[src/rtl/d_ff_pkg.sv]
// Shared register-file types and constants for the d_ff storage bank.
package d_ff_pkg;
    localparam int DATA_W = 64;
    localparam logic [DATA_W-1:0] ZERO_WORD = '0;
    typedef logic [DATA_W-1:0] word_t;
endpackage

[src/rtl/d_ff_mux2_1.sv]
// Single-bit 2:1 multiplexer used in front of each storage flop.
module mux2_1 (
    output logic       out,
    input  logic [1:0] inputs,
    input  logic       select
);
    assign out = select ? inputs[1] : inputs[0];
endmodule

[src/rtl/d_ff.sv]
// WIDTH-bit D flip-flop bank with per-bit hold/load mux and async active-low reset.
// Optional scan chain enabled by defining D_FF_SCAN_EN.
module d_ff
    import d_ff_pkg::*;
#(
    parameter int               WIDTH       = DATA_W,
    parameter logic [WIDTH-1:0] RESET_VALUE = '0
) (
    input  logic             clk,
    input  logic             reset,
    input  logic             write_enable,
    input  logic [WIDTH-1:0] d,
`ifdef D_FF_SCAN_EN
    input  logic             scan_en,
    input  logic             scan_in,
    output logic             scan_out,
`endif
    output logic [WIDTH-1:0] q
);
    logic [WIDTH-1:0] load_d;
    logic [WIDTH-1:0] next_d;
    logic [WIDTH-1:0] q_p0;

    for (genvar i = 0; i < WIDTH; i++) begin : g_bit
        mux2_1 u_load_mux (
            .out    (load_d[i]),
            .inputs ({d[i], q_p0[i]}),
            .select (write_enable)
        );
`ifdef D_FF_SCAN_EN
        logic shift_bit;
        // Bit 0 takes scan_in; every other bit takes its lower neighbour.
        if (i == 0) begin : g_head
            assign shift_bit = scan_in;
        end else begin : g_link
            assign shift_bit = q_p0[i-1];
        end
        mux2_1 u_scan_mux (
            .out    (next_d[i]),
            .inputs ({shift_bit, load_d[i]}),
            .select (scan_en)
        );
`else
        assign next_d[i] = load_d[i];
`endif
    end

    // Stage p0: storage flops, clocked every cycle
    always_ff @(posedge clk or negedge reset) begin
        if (!reset) begin
            q_p0 <= RESET_VALUE;
        end else begin
            q_p0 <= next_d;
        end
    end

    assign q = q_p0;
`ifdef D_FF_SCAN_EN
    assign scan_out = q_p0[WIDTH-1];
`endif
endmodule

[config.mk]
export PLATFORM = sky130hd
export DESIGN_NAME = d_ff
export DESIGN_NICKNAME = d
export VERILOG_FILES = /design/src/rtl/d_ff_pkg.sv /design/src/rtl/d_ff_mux2_1.sv /design/src/rtl/d_ff.sv
export SDC_FILE = /design/constraint.sdc
export NUM_CORES = 1
export LEC_CHECK = 0
export ABC_CLOCK_PERIOD_IN_PS = 800
export BUFFER_PORTS_ARGS = -buffer_cell sky130_fd_sc_hd__buf_2
export CORE_MARGIN = 5
export CORE_UTILIZATION = 41
export CTS_CLUSTER_DIAMETER = 150
export DETAILED_ROUTE_END_ITERATION = 10
export PLACE_DENSITY = 0.77
export SLEW_MARGIN = 20
export SYNTH_ARGS = -nofsm -noshare
export SYNTH_HDL_FRONTEND = slang
export SYNTH_SLANG_ARGS = --single-unit
export TNS_END_PERCENT = 10
[constraint.sdc]
create_clock -name clk -period 0.8 [get_ports clk]
set_input_delay 0.08 -clock clk [delete_from_list [all_inputs] [get_ports clk]]
set_output_delay 0.08 -clock clk [all_outputs]
set_load 0.1 [all_outputs]
==> metrics.txt, run 1 <==
Longest Clk Path Bufs=2; initial antenna violation count=2; Run Error=[ERROR DPL-0033] detailed placement checks failed during check placement.; Post-Synth XOR/XNOR Area=0; Clock Root Buffer=clkbuf_8; number of enable flip-flop cells after synthesis=0; row cnt=29; predominant post-synthesis flop cell=dfrtp_1; #FFs+latches synth=64; post-synth top area cell=dfrtp_1; YS warnings=0; CTS buffer count=9; Die Span X=90.8 µm; Post-Synth Simple-Gate Area=0; CTS H-tree lvls=3; dpl ws=-0.110 ns; Distinct cells, synth=5; post-synthesis mux area share=0.353; most frequent cell after synthesis=dfrtp_1; largest net degree at the start of global routing=65; sequential fraction of the synthesis area=0.598; post-synthesis async set-or-reset flop share=1.00; Compound-Gate Fraction of Synth Area=0; post-synth top area share=0.598; Port Buffers=130; synth cell count leaders=dfrtp_1 (64), mux2_4 (60), buf_12 (6); outcome=aborted with a tool error; Initial Utilization=0.422; DPL Wire Length=5.80 mm; main combinational cell family by area after synthesis=multiplexers; Mapped Area=0.00268 mm²; Last stage=global routing (5_1_grt); Clock Sink Count=64; Cells after Synth=135; Adder-Cell Fraction of Synth Area=0; io pins=131; ranking of synthesized cells by area=dfrtp_1 (60%), mux2_4 (34%), buf_12 (4.5%), mux2_2 (1.7%), buf_6 (0.42%); worst_ep grt=q[16]; die height=90.8 µm; GPL Wtd Cong=0.744; syn avg cell area=19.8 µm²; syn_nets=202; WEP type=output port
## logic make-up after synthesis
kind of cell	Yosys count
multiplexers	64
flip-flops	64
buffers and inverters	7
## per-stage QoR
step / cell area, µm² / utilization / setup TNS (ns) / hold WS (ns) / cells
2_1_floorplan: 2720 / - / -35.78 / -0.216 / 135
3_3_place_gp: 4850 / 0.763 / -4.12 / 0.115 / 401
3_5_place_dp: 4850 / 0.763 / -5.31 / 0.123 / 401
4_1_cts: 5970 / 0.940 / -21.22 / 0.00331 / 484
## repair_timing
item / CTS
buffers inserted: 4
hold endpoints to repair: 126
setup endpoints to repair: 77
hold buffers: 63
gates resized for setup: 63
==> run 2, diff against run 1 <==
Settings changed: ABC_CLOCK_PERIOD_IN_PS 800 to 1040, CORE_UTILIZATION 41 to 35, CTS_CLUSTER_DIAMETER 150 to default, PLACE_DENSITY 0.77 to default, PLACE_DENSITY_LB_ADDON from default to 0.15.
Clock period 0.8 ns to 1.04 ns, I/O delays scaled along.
==> metrics.txt, run 2 <==
outcome=finished with violations; failing checks=negative setup slack; #FFs+latches synth=64 (unchanged); pins over their slew limit=0; CP Launch Type=register; post-synthesis mux area share=0.353 (unchanged); Longest Clk Path Bufs=2 (unchanged); sequential fraction of the synthesis area=0.598 (unchanged); Clock Sink Count=64 (unchanged); Distinct cells, synth=5 (unchanged); post-synth top area cell=dfrtp_1; layout cells sized above 1=0.653; Tcrit/Tclk final=1.06; CTS resizes=0 (-100%); dpl ws=0.0885 ns (+0.198 ns); global-route wire length before repair=11.7 mm; predominant post-synthesis flop cell=dfrtp_1; Ant. Diodes=0; Wirelength per Cell=15.7 µm; worst-path cell chain=buf_12; most frequent cell after synthesis=dfrtp_1; cell family with most CP delay=flip-flops; Mapped Area=0.00268 mm² (unchanged); worst setup margin=-0.0598 ns; most frequent cells in the layout=buf_12 (68), buf_2 (65), mux2_4 (60); io pins=131 (unchanged); sequential fraction of design power=0.334; Layout area overhead=94.5%; Cells after Synth=135 (unchanged); die area=0.00950 mm²; Post-DP Area=0.00440 mm² (-9.1%); worst skew pair latency=0.33 ns; min Tclk post-route=1.10 ns; clock tree from TritonCTS=done; main combinational cell family by area after synthesis=multiplexers; Peak VDD IR=0.00110 V; Initial Utilization=0.352 (-0.0697); Detailed Route WL=6.95 mm; Power Dens Cells=1750 mW/mm²; ranking of synthesized cells by area=dfrtp_1 (60%), mux2_4 (34%), buf_12 (4.5%), mux2_2 (1.7%), buf_6 (0.42%); YS warnings=0 (unchanged); post-synthesis async set-or-reset flop share=1.00 (unchanged); CTS H-tree lvls=3 (unchanged); Compound-Gate Fraction of Synth Area=0 (unchanged); Vias/cell=4.26; max_cap viols=0; most common cell after layout, fill and taps aside=buf_12; critical path required time=0.94 ns; RSZ-0062 raised after global routing=true; total congestion overflow=0; number of enable flip-flop cells after synthesis=0 (unchanged); clock skew=0 ns; Adder-Cell Fraction of Synth Area=0 (unchanged); Net Sw Power=3.46 mW; via count=1884; GRT Total Usage=0.154; Initial DRC Count=18; Worst path max stage delay=0.49 ns; Hold Path Class=primary input to register; CTS buffer count=9 (unchanged); Final ANT Viol Nets=0; critical path's slowest cell=dfrtp_4; final setup fails=6; Worst Setup End Kind=output pin; largest net degree at the start of global routing=65; post-synth top area share=0.598 (unchanged); max frequency=0.909 GHz; synth cell count leaders=dfrtp_1 (64), mux2_4 (60), buf_12 (6); CP Buf/Inv Count=1; Clock Power Share=0.242; Clock Root Buffer=clkbuf_8; combinational power share=0.424; kind of critical path=register to output pin; Slew headroom=0.776; Worst EP arrival=1.00 ns; Die Span X=97.5 µm (+7.3%); nets@finish=402; Pint=5.63 mW; post-route cell area=0.00521 mm²; Core Area=0.00761 mm²; vias in the first global route=2206; Sw Ratio=0.381; GPL Wtd Cong=0.727 (-2.3%); Final Hold Viols=0; row cnt=32 (+10%); DPL Wire Length=4.77 mm (-18%); Slew @ Worst Pin=0.336 ns; Port Buffers=130 (unchanged); Post-Synth XOR/XNOR Area=0 (unchanged); Largest register FFs=64; DRC=0; first-pass detailed-route iteration total=3; fillcell total=520; post-layout util=0.685; Post-Synth Simple-Gate Area=0 (unchanged); initial antenna violation count=0; Crit Path Max Fanout=2; die height=97.5 µm (+7.3%); P_leak=2.52 nW; Clock Pin Slew Worst Setup and Hold Paths=0.07 ns; syn avg cell area=19.8 µm² (unchanged); syn_nets=202 (unchanged)
-- run 2: kinds of logic after synthesis --
kind of cell | Yosys count
multiplexers | 64
buffers and inverters | 7
flip-flops | 64
-- run 2: metal layers --
metal	GRT usage	wire length, µm	up-vias
li1	-	-	872
met1	0.184	2920	910
met2	0.242	3240	89
met3	0.0689	639	13
met4	0.0628	149	0
met5	0	0	-
-- run 2: through the flow --
step / std cells / hold WS [ns] / total power, mW / TNS (ns)
final: 442 / 0.0191 / 9.10 / -0.281
after global routing: 442 / 0.00218 / 9.43 / -1.90
after CTS: 439 / 0.000933 / 9.20 / -0.940
after detailed placement: 366 / 0.150 / 6.78 / 0
after global placement: 366 / 0.150 / 6.74 / 0
after floorplan: 135 / -0.192 / 5.29 / -12.65
-- run 2: power by group through the flow --
| stage | sequential, mW | clock (mW) | combinational [mW] |
|---|---|---|---|
| floorplan | 4.78 | 0 | 0.513 |
| global placement | 3.08 | 0 | 3.67 |
| detailed placement | 3.08 | 0 | 3.69 |
| CTS | 3.04 | 2.30 | 3.87 |
| global route | 3.07 | 2.40 | 3.96 |
| finish | 3.04 | 2.20 | 3.86 |
-- run 2: worst paths after layout --
check / from / end / slack, ns / cells after the start
max: q[12]$_DFFE_PN0P_ / q[12] / -0.06 / 1
min: d[39] / q[39]$_DFFE_PN0P_ / 0.02 / 2
max reg2reg: q[56]$_DFFE_PN0P_ / q[56]$_DFFE_PN0P_ / 0.12 / 2
min reg2reg: q[0]$_DFFE_PN0P_ / q[0]$_DFFE_PN0P_ / 0.56 / 1
max in group asynchronous: reset / q[11]$_DFFE_PN0P_ / 0.44 / 3
min in group asynchronous: reset / q[14]$_DFFE_PN0P_ / 0.32 / 3
-- run 2: repair_timing --
action                                  in CTS  in global routing
hold endpoints to repair                   120                  2
setup buffers                                0                  1
endpoints found under the setup margin      55                 63
hold buffers                                57                  2
-- run 2: area by class of cell --
| cell class | instances | area, µm² | share of cell area |
|---|---|---|---|
| clock buffer | 13 | 169 | 0.0324 |
| clock inverter | 3 | 40.0 | 0.00768 |
| multi-input combinational | 64 | 946 | 0.182 |
| sequential | 64 | 1620 | 0.311 |
| tap | 102 | 128 | 0.0245 |
| timing repair buffer | 196 | 2310 | 0.443 |
(Power assumes the default switching activity.)
==> run 3, diff against run 2 <==
Settings changed: SETUP_SLACK_MARGIN from default to 0.3, SYNTH_HIERARCHICAL from default to 1.
==> metrics.txt, run 3 <==
nets@finish=346 (-14%); Crit Path Max Fanout=2 (unchanged); Net Sw Power=3.42 mW (-1.1%); max frequency=0.908 GHz (-0.13%); routed wl met3=476 µm (-26%); cell family with most CP delay=flip-flops; reg2reg setup slack=0.04 ns (-0.08 ns); Wirelength per Cell=16.3 µm (+3.4%); Tcrit/Tclk final=1.06 (+0.00139); GRT Total Usage=0.141 (-0.0133); Slew @ Worst Pin=0.344 ns (+0.00824 ns); GPL Wtd Cong=0.681 (-6.3%); Vias/cell=4.28 (+0.46%); worst setup margin=-0.0613 ns (-0.00144 ns); Pint=5.46 mW (-3.2%); Slew headroom=0.771 (-0.00549); CP Buf/Inv Count=1 (unchanged); Sw Ratio=0.385 (+0.00490); DPL Wire Length=4.61 mm (-3.5%); die area=0.00913 mm² (-3.9%); syn avg cell area=20.0 µm² (+0.89%); synth cell count leaders=dfrtp_1 (64), mux2_4 (64); syn_nets=195 (-3.5%); layout cells sized above 1=0.806 (+0.153); failing checks=negative hold slack, negative setup slack; worst skew pair latency=0.32 ns (about the same); sequential fraction of design power=0.344 (+0.010); Distinct cells, synth=2 (-3); CP Launch Type=register; clock skew=0 ns (unchanged); Layout area overhead=81.7%; Detailed Route WL=6.23 mm (-10%); post-route cell area=0.00466 mm² (-11%); Clock Root Buffer=clkbuf_8; initial antenna violation count=0 (unchanged); Clock Sink Count=64 (unchanged); CTS resizes=0 (unchanged); Metal-1 WL=2.54 mm (-13%); total congestion overflow=0 (unchanged); critical path required time=0.94 ns (about the same); number of enable flip-flop cells after synthesis=0 (unchanged); Peak VDD IR=0.000948 V (-14%); YS warnings=6 (+6); metal2 WL=3.08 mm (-5.1%); Ant. Diodes=0 (unchanged); Initial Utilization=0.357 (+0.00497); Worst EP arrival=1.00 ns (about the same); sequential fraction of the synthesis area=0.625 (+0.0271); number of cells on the critical path=1 (unchanged); outcome=finished with violations; Longest Clk Path Bufs=2 (unchanged); ranking of synthesized cells by area=dfrtp_1 (63%), mux2_4 (38%); Die Span X=95.6 µm (-2.0%); Post-CTS Hold Buffers=1 (-98%); Final Hold Viols=1 (+1); pins over their slew limit=0 (unchanged); most frequent cells in the layout=buf_12 (67), buf_2 (65), mux2_4 (64); row cnt=31 (-3.1%); Setup TNS=-0.585 ns (-0.304 ns); worst-path cell chain=buf_12; global-route wire length before repair=9.50 mm (-19%); critical path's slowest cell=dfrtp_4; Worst path max stage delay=0.49 ns (about the same); DRC=0 (unchanged); most common cell after layout, fill and taps aside=buf_12; Cells after Synth=128 (-5.2%); final setup fails=14 (+8); io pins=131 (unchanged); post-layout util=0.649 (-0.0360); Power Dens Cells=1910 mW/mm² (+9.2%); post-synthesis async set-or-reset flop share=1.00 (unchanged); die height=95.6 µm (-2.0%); clock tree from TritonCTS=done; post-synth top area cell=dfrtp_1; predominant post-synthesis flop cell=dfrtp_1; via count=1640 (-13%); Hold Path Class=primary input to register; Final ANT Viol Nets=0 (unchanged); Post-DP Area=0.00443 mm² (+0.65%); Clock Pin Slew Worst Setup and Hold Paths=0.07 ns (about the same); Top Layer Used=met4; Initial DRC Count=29 (+11); Worst Reg-to-Reg Cells=2 (unchanged); P_leak=2.29 nW (-9.2%); kind of critical path=register to output pin; Mapped Area=0.00256 mm² (-4.3%); Core Area=0.00718 mm² (-5.7%); hold slack=-0.000712 ns (-0.0198 ns); Port Buffers=130 (unchanged); combinational power share=0.415 (-0.009); vias in the first global route=1815 (-18%); Largest register FFs=64 (unchanged); RSZ-0062 raised after global routing=true; Clock Power Share=0.241 (about the same); min Tclk post-route=1.10 ns (+0.00144 ns); Worst Setup End Kind=output pin; post-synth top area share=0.625 (+0.0271); Hold Path Stages=2 (unchanged); first-pass detailed-route iteration total=2 (-1); max_cap viols=0 (unchanged); CTS H-tree lvls=3 (unchanged); CTS buffer count=9 (unchanged); fillcell total=497 (-4.4%); #FFs+latches synth=64 (unchanged); largest net degree at the start of global routing=65 (unchanged)
## run 3: cell families after synthesis
logic type and synth area share:
muxes 0.375, DFF 0.625
## run 3: final cells by class
| type | instances | area [µm²] | share of cell area |
|---|---|---|---|
| Sequential cell | 64 | 1640 | 0.353 |
| Multi-Input combinational cell | 64 | 961 | 0.206 |
| Tap cell | 99 | 124 | 0.0266 |
| Timing Repair Buffer | 140 | 1730 | 0.371 |
| Clock buffer | 13 | 159 | 0.0341 |
| Clock inverter | 3 | 40.0 | 0.00860 |
## run 3: through the flow
stage / worst slack, ns / power, mW / instances
floorplan: -0.218 / 5.21 / 128
global placement: 0.122 / 6.77 / 364
detailed placement: 0.105 / 6.79 / 364
CTS: -0.0820 / 8.98 / 382
global route: -0.107 / 9.19 / 383
finish: -0.0613 / 8.88 / 383
## run 3: worst register-to-register path, cell delays in order (launching register included)
cell	delay, ns
dfrtp_4	0.49
buf_4	0.14
mux2_4	0.26
## run 3: power groups by stage
stage          registers (mW)  clock network [mW]  logic, mW
4_1_cts                  3.05                2.21       3.71
3_3_place_gp             3.09                   0       3.67
3_5_place_dp             3.10                   0       3.70
2_1_floorplan            4.80                   0      0.416
5_1_grt                  3.09                2.33       3.78
6_report                 3.05                2.14       3.68
## run 3: worst paths after layout
path                                 startpoint               to
worst max-delay path            q[16]$_DFF_PN0_            q[16]
worst min-delay path                      d[56]  q[56]$_DFF_PN0_
worst max register to register  q[16]$_DFF_PN0_  q[16]$_DFF_PN0_
worst min register to register   q[0]$_DFF_PN0_   q[0]$_DFF_PN0_
max in group asynchronous                 reset  q[11]$_DFF_PN0_
min in group asynchronous                 reset  q[55]$_DFF_PN0_
## run 3: routing by layer
layer / vias to the layer above / track usage
met1: 804 / 0.178
met2: 68 / 0.211
met3: 12 / 0.0481
li1: 756 / -
met4: 0 / 0.0782
met5: - / 0
## run 3: what timing repair did
action | CTS | global route
setup buffers | 1 | 1
cloned | 0 | 0
hold endpoints to repair | 119 | 59
pin swaps | 0 | 0
endpoints found under the setup margin | 128 | 128
==> run 4, diff against run 3 <==
Settings changed: SYNTH_HIERARCHICAL 1 to default.
==> metrics.txt, run 4 (synthesized netlist as in run 2, its figures left out) <==
outcome=finished with violations; failing checks=negative hold slack, negative setup slack; Initial DRC Count=44 (+52%); Die Span X=97.5 µm (+2.0%); CTS H-tree lvls=3 (unchanged); CTS resizes=0 (unchanged); Worst Hold Path EP=q[34]$_DFFE_PN0P_; Worst Setup End Kind=output pin; Hold Crit Start=d[34]; vias in the first global route=1872 (+3.1%); Tcrit/Tclk final=1.06 (+0.00256); Final Hold Viols=3 (+2); Worst EP arrival=1.00 ns (about the same); worst-path cell chain=buf_12; die area=0.00950 mm² (+4.1%); DPL Wire Length=4.86 mm (+5.4%); GPL Wtd Cong=0.739 (+8.5%); post-layout util=0.616 (-0.0330); Ant. Diodes=0 (unchanged); global-route wire length before repair=10.5 mm (+10%); DRC=0 (unchanged); Hold Path Class=primary input to register; Worst Reg-to-Reg Cells=2 (unchanged); Clock Root Buffer=clkbuf_8; Crit Reg-Reg Endpoint=q[17]$_DFFE_PN0P_; critical path's slowest cell=dfrtp_4; pins over their slew limit=0 (unchanged); die height=97.5 µm (+2.0%); first-pass detailed-route iteration total=4 (+2); worst r2r src=q[17]$_DFFE_PN0P_; hold slack=-0.00549 ns (-0.00477 ns); Detailed Route WL=6.49 mm (+4.1%); layout cells sized above 1=0.808 (+0.00135); largest net degree at the start of global routing=65 (unchanged); worst skew pair latency=0.33 ns (about the same); RSZ-0062 raised after global routing=true; row cnt=32 (+3.2%); Post-CTS Hold Buffers=1 (unchanged); final setup fails=14 (unchanged); io pins=131 (unchanged); Clock Pin Slew Worst Setup and Hold Paths=0.08 ns (about the same); Hold Path Stages=2 (unchanged); CP Buf/Inv Count=1 (unchanged); min Tclk post-route=1.10 ns (+0.00266 ns); Slew @ Worst Pin=0.352 ns (+0.00799 ns); max frequency=0.906 GHz (-0.24%); clock tree from TritonCTS=done; P_leak=2.29 nW (about the same); Peak VDD IR=0.000837 V (-12%); critical path required time=0.94 ns (about the same); Core Area=0.00761 mm² (+6.0%); Initial Utilization=0.352 (-0.00497); reg2reg setup slack=0.04 ns (about the same); clock skew=0 ns (unchanged); Clock Sink Count=64 (unchanged); max_cap viols=0 (unchanged); CTS buffer count=9 (unchanged); most frequent cells in the layout=buf_12 (69), buf_2 (65), mux2_4 (60); Largest register FFs=64 (unchanged); Vias/cell=4.32 (+0.82%); Longest Clk Path Bufs=2 (unchanged); total congestion overflow=0 (unchanged); fillcell total=596 (+20%); worst setup margin=-0.0639 ns (-0.00266 ns); most common cell after layout, fill and taps aside=buf_12; Port Buffers=130 (unchanged); nets@finish=348 (+0.58%); initial antenna violation count=0 (unchanged); Final ANT Viol Nets=0 (unchanged); via count=1675 (+2.1%); Layout area overhead=74.9%; Power Dens Cells=1910 mW/mm² (about the same); cell family with most CP delay=flip-flops; Wirelength per Cell=16.7 µm (+2.8%); kind of critical path=register to output pin; Worst path max stage delay=0.49 ns (about the same); CP Launch Type=register; Crit Path Max Fanout=2 (unchanged); Slew headroom=0.765 (-0.00533); dpl ws=0.0689 ns (-0.0366 ns); GRT Total Usage=0.143 (+0.00183)
-- run 4: cell types whose count changed in the layout (fill, tap and decap cells not counted), sizes merged --
cell  before  now
buf      139  141
-- run 4: what timing repair did --
item                                    CTS  global route
endpoints found under the setup margin  128           128
endpoints found under the hold margin   124            56
gates cloned                              0             0
buffers inserted                          0             3
-- run 4: layer usage --
| layer | track usage | up-vias | wire length [µm] |
|---|---|---|---|
| met2 | 0.217 | 75 | 3240 |
| met5 | 0 | - | 0 |
| li1 | - | 759 | - |
| met1 | 0.178 | 832 | 2670 |
| met4 | 0.0639 | 0 | 81 |
| met3 | 0.0596 | 9 | 489 |
-- run 4: final cells by class --
cell class	instances	area (µm²)	area share
multi-input combinational	64	946	0.202
tap	102	128	0.0272
clock buffer	13	159	0.0339
sequential	64	1640	0.351
timing repair buffer	142	1770	0.378
clock inverter	3	40.0	0.00854
-- run 4: how the worst max path moves through the flow --
stage               slack (ns)  cells past startpoint              start                 to
floorplan                -0.22                      1  q[20]$_DFFE_PN0P_  q[20]$_DFFE_PN0P_
global placement          0.08                      3       write_enable  q[52]$_DFFE_PN0P_
detailed placement        0.07                      3       write_enable   q[0]$_DFFE_PN0P_
CTS                      -0.09                      1   q[1]$_DFFE_PN0P_               q[1]
global route             -0.11                      1   q[1]$_DFFE_PN0P_               q[1]
finish                   -0.06                      1   q[1]$_DFFE_PN0P_               q[1]
-- run 4: power breakdown --
part	switching [mW]	internal, mW
Clock	0.943	1.23
Combinational	2.24	1.46
Sequential	0.284	2.77
Total	3.47	5.46
-- run 4: stage by stage --
step	TNS [ns]	instance area [µm²]	std cells	power [mW]
after floorplan	-11.34	2720	135	5.31
after global placement	0	4450	368	6.78
after CTS	-1.51	4660	385	9.00
after detailed placement	0	4450	368	6.81
after global routing	-3.02	4690	388	9.25
final	-0.634	4690	388	8.93
